### src/rtl/vcu_bram_loader.sv
// vcu_bram_loader: accepts one AXI-stream burst per start and writes it into
// a BRAM port as full-word writes starting at a latched base address, then
// raises memWRTDone until the VCU acknowledges with vcuDone.
//
//   state | meaning
//   ------+----------------------------------------------------------------
//   IDLE  | waiting for start; no stream words accepted
//   LOAD  | s_tready high, each handshake produces one BRAM write next cycle
//   DRAIN | last write pulse is on the BRAM port; lets it land before DONE
//   DONE  | memWRTDone high until vcuDone hands control back
`timescale 1ns/1ps

module vcu_bram_loader #(
  parameter int wordSize   = 32,
  parameter int memDepth   = 30,
  parameter int LOAD_WORDS = 512
) (
  input  logic                  clk,
  input  logic                  RESET,
  input  logic                  start,
  input  logic [memDepth-1:0]   baseAddr,
  input  logic [wordSize-1:0]   s_tdata,
  input  logic                  s_tvalid,
  input  logic                  s_tlast,
  output logic                  s_tready,
  input  logic                  vcuDone,
  output logic [wordSize-1:0]   BRAMDataOut,
  output logic [memDepth+1:0]   BRAMaddrByte,
  output logic [3:0]            BRAMWREN,
  output logic                  BRAMENMEM,
  output logic                  memWRTDone,
  output logic                  busy,
  output logic                  err
);

  localparam int CW = $clog2(LOAD_WORDS + 1);
  localparam logic [CW-1:0] LAST_CNT = CW'(LOAD_WORDS - 1);

  typedef enum logic [1:0] {
    IDLE  = 2'd0,
    LOAD  = 2'd1,
    DRAIN = 2'd2,
    DONE  = 2'd3
  } state_t;

  state_t                state_q, state_d;
  logic [CW-1:0]         count_q, count_d;
  logic [memDepth-1:0]   base_q, base_d;
  logic                  err_q, err_d;
  logic [wordSize-1:0]   data_q, data_d;
  logic [memDepth+1:0]   addr_q, addr_d;
  logic [3:0]            wren_q, wren_d;
  logic                  en_q, en_d;

  logic                  hs;
  logic                  at_last;
  logic [memDepth-1:0]   word_addr;

  // Handshake qualifier, final-word detect and wrapping word address.
  assign hs        = s_tvalid && (state_q == LOAD);
  assign at_last   = (count_q == LAST_CNT);
  assign word_addr = base_q + memDepth'(count_q);

  // Next-state, counter, error and registered BRAM write port.
  always_comb begin
    state_d = state_q;
    count_d = count_q;
    base_d  = base_q;
    err_d   = err_q;
    data_d  = data_q;
    addr_d  = addr_q;
    wren_d  = 4'h0;
    en_d    = 1'b0;

    case (state_q)
      IDLE: begin
        if (start) begin
          state_d = LOAD;
          base_d  = baseAddr;
          count_d = '0;
          err_d   = 1'b0;
        end
      end
      LOAD: begin
        if (hs) begin
          en_d    = 1'b1;
          wren_d  = 4'hF;
          data_d  = s_tdata;
          addr_d  = {word_addr, 2'b00};
          count_d = count_q + CW'(1);
          // tlast must coincide exactly with the final word; either
          // disagreement is flagged but the load still ends normally.
          if (s_tlast != at_last) begin
            err_d = 1'b1;
          end
          if (s_tlast || at_last) begin
            state_d = DRAIN;
          end
        end
      end
      DRAIN: begin
        state_d = DONE;
      end
      DONE: begin
        if (vcuDone) begin
          state_d = IDLE;
        end
      end
      default: begin
        state_d = IDLE;
      end
    endcase
  end

  // State and datapath registers; reset also kills any in-flight write pulse.
  always_ff @(posedge clk or negedge RESET) begin
    if (!RESET) begin
      state_q <= IDLE;
      count_q <= '0;
      base_q  <= '0;
      err_q   <= 1'b0;
      data_q  <= '0;
      addr_q  <= '0;
      wren_q  <= 4'h0;
      en_q    <= 1'b0;
    end else begin
      state_q <= state_d;
      count_q <= count_d;
      base_q  <= base_d;
      err_q   <= err_d;
      data_q  <= data_d;
      addr_q  <= addr_d;
      wren_q  <= wren_d;
      en_q    <= en_d;
    end
  end

  assign s_tready     = (state_q == LOAD);
  assign busy         = (state_q == LOAD) || (state_q == DRAIN);
  assign memWRTDone   = (state_q == DONE);
  assign err          = err_q;
  assign BRAMDataOut  = data_q;
  assign BRAMaddrByte = addr_q;
  assign BRAMWREN     = wren_q;
  assign BRAMENMEM    = en_q;

endmodule

### config.mk
export PLATFORM = sky130hd
export DESIGN_NAME = vcu_bram_loader
export DESIGN_NICKNAME = d
export VERILOG_FILES = /design/src/rtl/vcu_bram_loader.sv
export SDC_FILE = /design/constraint.sdc
export NUM_CORES = 1
export LEC_CHECK = 0
export BUFFER_PORTS_ARGS = -buffer_cell sky130_fd_sc_hd__buf_2
export CAP_MARGIN = 40
export CORE_MARGIN = 2
export CORE_UTILIZATION = 50
export CTS_CLUSTER_SIZE = 25
export DETAILED_ROUTE_END_ITERATION = 7
export GPL_TIMING_DRIVEN = 0
export PLACE_DENSITY = 0.83
export SKIP_LAST_GASP = 1
export SLEW_MARGIN = 0
export SYNTH_ARGS = -nofsm -noshare
export SYNTH_HDL_FRONTEND = slang
export SYNTH_SLANG_ARGS = --single-unit
export TNS_END_PERCENT = 5
### constraint.sdc
create_clock -name clk -period 2.4 [get_ports clk]
set_input_delay 0.12 -clock clk [delete_from_list [all_inputs] [get_ports clk]]
set_output_delay 0.12 -clock clk [all_outputs]
set_load 0.01 [all_outputs]
==> reports/results.tsv <==
metric	value	unit
layout_common_cells	buf_2, dfrtp_1, mux2_2	
cap_violations	0	
fin_area	6750	um2
clock_latency	0.36	ns
grt_pass1_wl	20390	um
maxSlewViolCount	0	
grt-ovfl-total	0	
cp_slowest_stage_delay	0.41	ns
place_area	5896	um2
setup_ws	0.04121	ns
dpl.hpwl	8423	um
fp.dieH	104.0	um
row_count	36	
final_common_cell	buf_2	
hold_class	input port to register	
pwr_density_cell	1109	nW/um2
ys_types	42	
dieWidth	104.0	um
synth_area	5005	um2
routed_wl	12720	um
end_kind	register	
cp_common_cell	o211ai_1	
pre_cts_slack	-0.05152	ns
drive_gt1_share	38.65	%
crit_chain	ha_2 -> inv_1 -> fa_1 -> nor2b_2 -> o211ai_1 -> buf_4 -> a21oi_4 -> o211ai_1 -> xor2_1 -> o21ai_1	
die-area	10830	um2
period_minus_slack	2.359	ns
drc	0	
final.period_utilization	98.28	%
synth-async-reset-ratio	100.0	%
max-slew-margin-rel	49.66	%
worst_pin_slew	0.7472	ns
fin_util	69.38	%
antennaDiodeCount	0	
crit_slowest_cell	dfrtp_1	
endpoint	BRAMaddrByte[18]	
cts.clk_slew.worst_paths	0.10	ns
cts.path.max_buffers	2	
peakVddDrop	0.6307	mV
finalNetCount	720	
htreeDepth	3	
synth_edf_count	0	
antenna_found_initial	0	
path_class	register to register	
synth-main-ff-cell	dfrtp_1	
first_global_vias	4232	
cts_tree	done	
cp-startpoint	count_q[0]	
gp_congestion	0.9407	
run_status	complete, no violations	
holdPathStages	2	
cp_max_fo	5	
start_util	51.44	%
p_leak	3.211	nW
core_area	9729	um2
avgSynthCellArea	11.89	um2
first_pass_iters	6	
first_iter_violations	177	
root_buffer	clkbuf_8	
ant_nets	0	
r2r-end	BRAMaddrByte[18]	
ys_seq_elements	106	
num_vias	4032	
r2r_start	count_q[0]	
area_growth	34.87	%
wl_per_cell	16.48	um
ios	141	
ys_warn_count	0	
io_buffers	138	
vias_per_cell	5.223	
grtUsageTotal	23.39	%
fmax	0.4239	GHz
grt_start_max_net_pins	71	
cp.arrival	2.60	ns
ys_seq_area_share	53.00	%
required	2.64	ns
cts_sinks	106	
rsz0062_at_grt	yes	
numCtsBuffers	9	
fin_skew	0.01415	ns
reg2reg_depth	10	
setup_violations	0	
p_total	0.007489	W
synthesis.instances	421	
r2r_slack	0.04	ns
finalHoldViolCount	0	
startpoint_type	register	
[metal layers]
| layer | share of wire [%] | vias up | wire (um) | GRT usage, % |
|---|---|---|---|---|
| li1 | - | 1907 | - | - |
| met1 | 40 | 1956 | 5135 | 27.32 |
| met2 | 52 | 138 | 6620 | 42.25 |
| met3 | 4.7 | 31 | 602 | 4.135 |
| met4 | 2.9 | 0 | 366 | 9.942 |
| met5 | 0 | - | 0 | 0 |
[registers in the layout (all words and copies together) (netlist names)]
register and flops:
base_q 30, state_q 2, BRAMWREN 1, BRAMDataOut 32
err 1, count_q 10, BRAMaddrByte 30
[area by class of cell]
| class | instances | area (um2) |
|---|---|---|
| multi-input combinational | 285 | 2251 |
| inverter | 10 | 37.54 |
| timing repair buffer | 200 | 1326 |
| tap | 133 | 166.4 |
| clock buffer | 11 | 151.4 |
| clock inverter | 5 | 46.29 |
| fill | 742 | 2979 |
| buffer | 22 | 118.9 |
| sequential | 106 | 2653 |
[metrics by stage]
| stage | setup TNS (ns) | std cells | hold slack (ns) |
|---|---|---|---|
| CTS | -0.07751 | 764 | 0.0003500 |
| global route | -0.7133 | 772 | 0.002602 |
| floorplan | 0 | 422 | -0.1756 |
| finish | 0 | 772 | 0.004471 |
| global placement | 0 | 693 | 0.3511 |
| detailed placement | -0.08553 | 694 | 0.1172 |
[how the worst min path moves through the flow]
stage | startpoint | to | slack, ns
2_1_floorplan | RESET | BRAMDataOut[0] | -0.18
3_3_place_gp | s_tdata[6] | BRAMDataOut[6] | 0.35
3_5_place_dp | RESET | BRAMWREN[2] | 0.12
4_1_cts | s_tdata[2] | BRAMDataOut[2] | 0.0003
5_1_grt | baseAddr[27] | base_q[27] | 0.003
6_report | baseAddr[27] | base_q[27] | 0.004
[kinds of logic after synthesis]
family                     count (synthesis)  share of synthesized area, %
AOI/OAI and AO/OA                         78                         9.925
xor gates and xnor gates                  35                         6.125
adders and majority gates                 18                         4.650
buffers and inverters                     32                         3.125
DFF                                      106                         53.00
muxes                                     64                         14.37
other                                      1                       0.07493
and+or+nand+nor                           87                         8.725
[timing repair]
| item | in CTS | in global routing |
|---|---|---|
| endpoints found under the hold margin | 89 | 5 |
| buffers inserted | 0 | 2 |
| gates resized for setup | 1 | 7 |
| setup endpoints to repair | 5 | 12 |
| hold buffers | 54 | 5 |
| pin swaps | 0 | 2 |
| cloned | 0 | 1 |
[critical path, delay by kind of cell (launching register included)]
family                     cells  cell delay, ns
buffers and inverters          2            0.25
DFF                            1            0.41
and+or+nand+nor                1            0.16
xor gates and xnor gates       1            0.19
AOI/OAI and AO/OA              4            0.59
adders and majority gates      2            0.64
[cell usage after synthesis (2+ instances only)]
| library cell | instances | area [um2] |
|---|---|---|
| a21oi_1 | 7 | 35.03 |
| clkbuf_1 | 9 | 33.78 |
| o211ai_1 | 13 | 97.59 |
| nand2b_1 | 4 | 25.02 |
| a21o_1 | 3 | 22.52 |
| xor2_1 | 29 | 254.0 |
| nor2b_1 | 3 | 18.77 |
| ha_1 | 17 | 212.7 |
| buf_4 | 6 | 45.04 |
| nand2_1 | 37 | 138.9 |
| xnor2_1 | 6 | 52.55 |
| o21ai_1 | 22 | 110.1 |
| o21ai_0 | 20 | 100.1 |
| mux2_2 | 63 | 709.4 |
| and4_1 | 6 | 52.55 |
| dfrtp_1 | 106 | 2653 |
| inv_1 | 9 | 33.78 |
| nand4_1 | 4 | 25.02 |
| o2111ai_1 | 5 | 43.79 |
| and2_1 | 3 | 18.77 |
| buf_2 | 5 | 25.02 |
| nor2_1 | 13 | 48.80 |
| a21oi_2 | 2 | 17.52 |
| nand3_1 | 5 | 25.02 |
| and3_1 | 7 | 43.79 |
[power by group]
part	internal, W	switching, W	total (W)
clock	0.000450	0.000639	0.00109
combinational	0.00156	0.00162	0.00318
sequential	0.00261	0.000613	0.00322
Power figures use the tool's default switching activity.
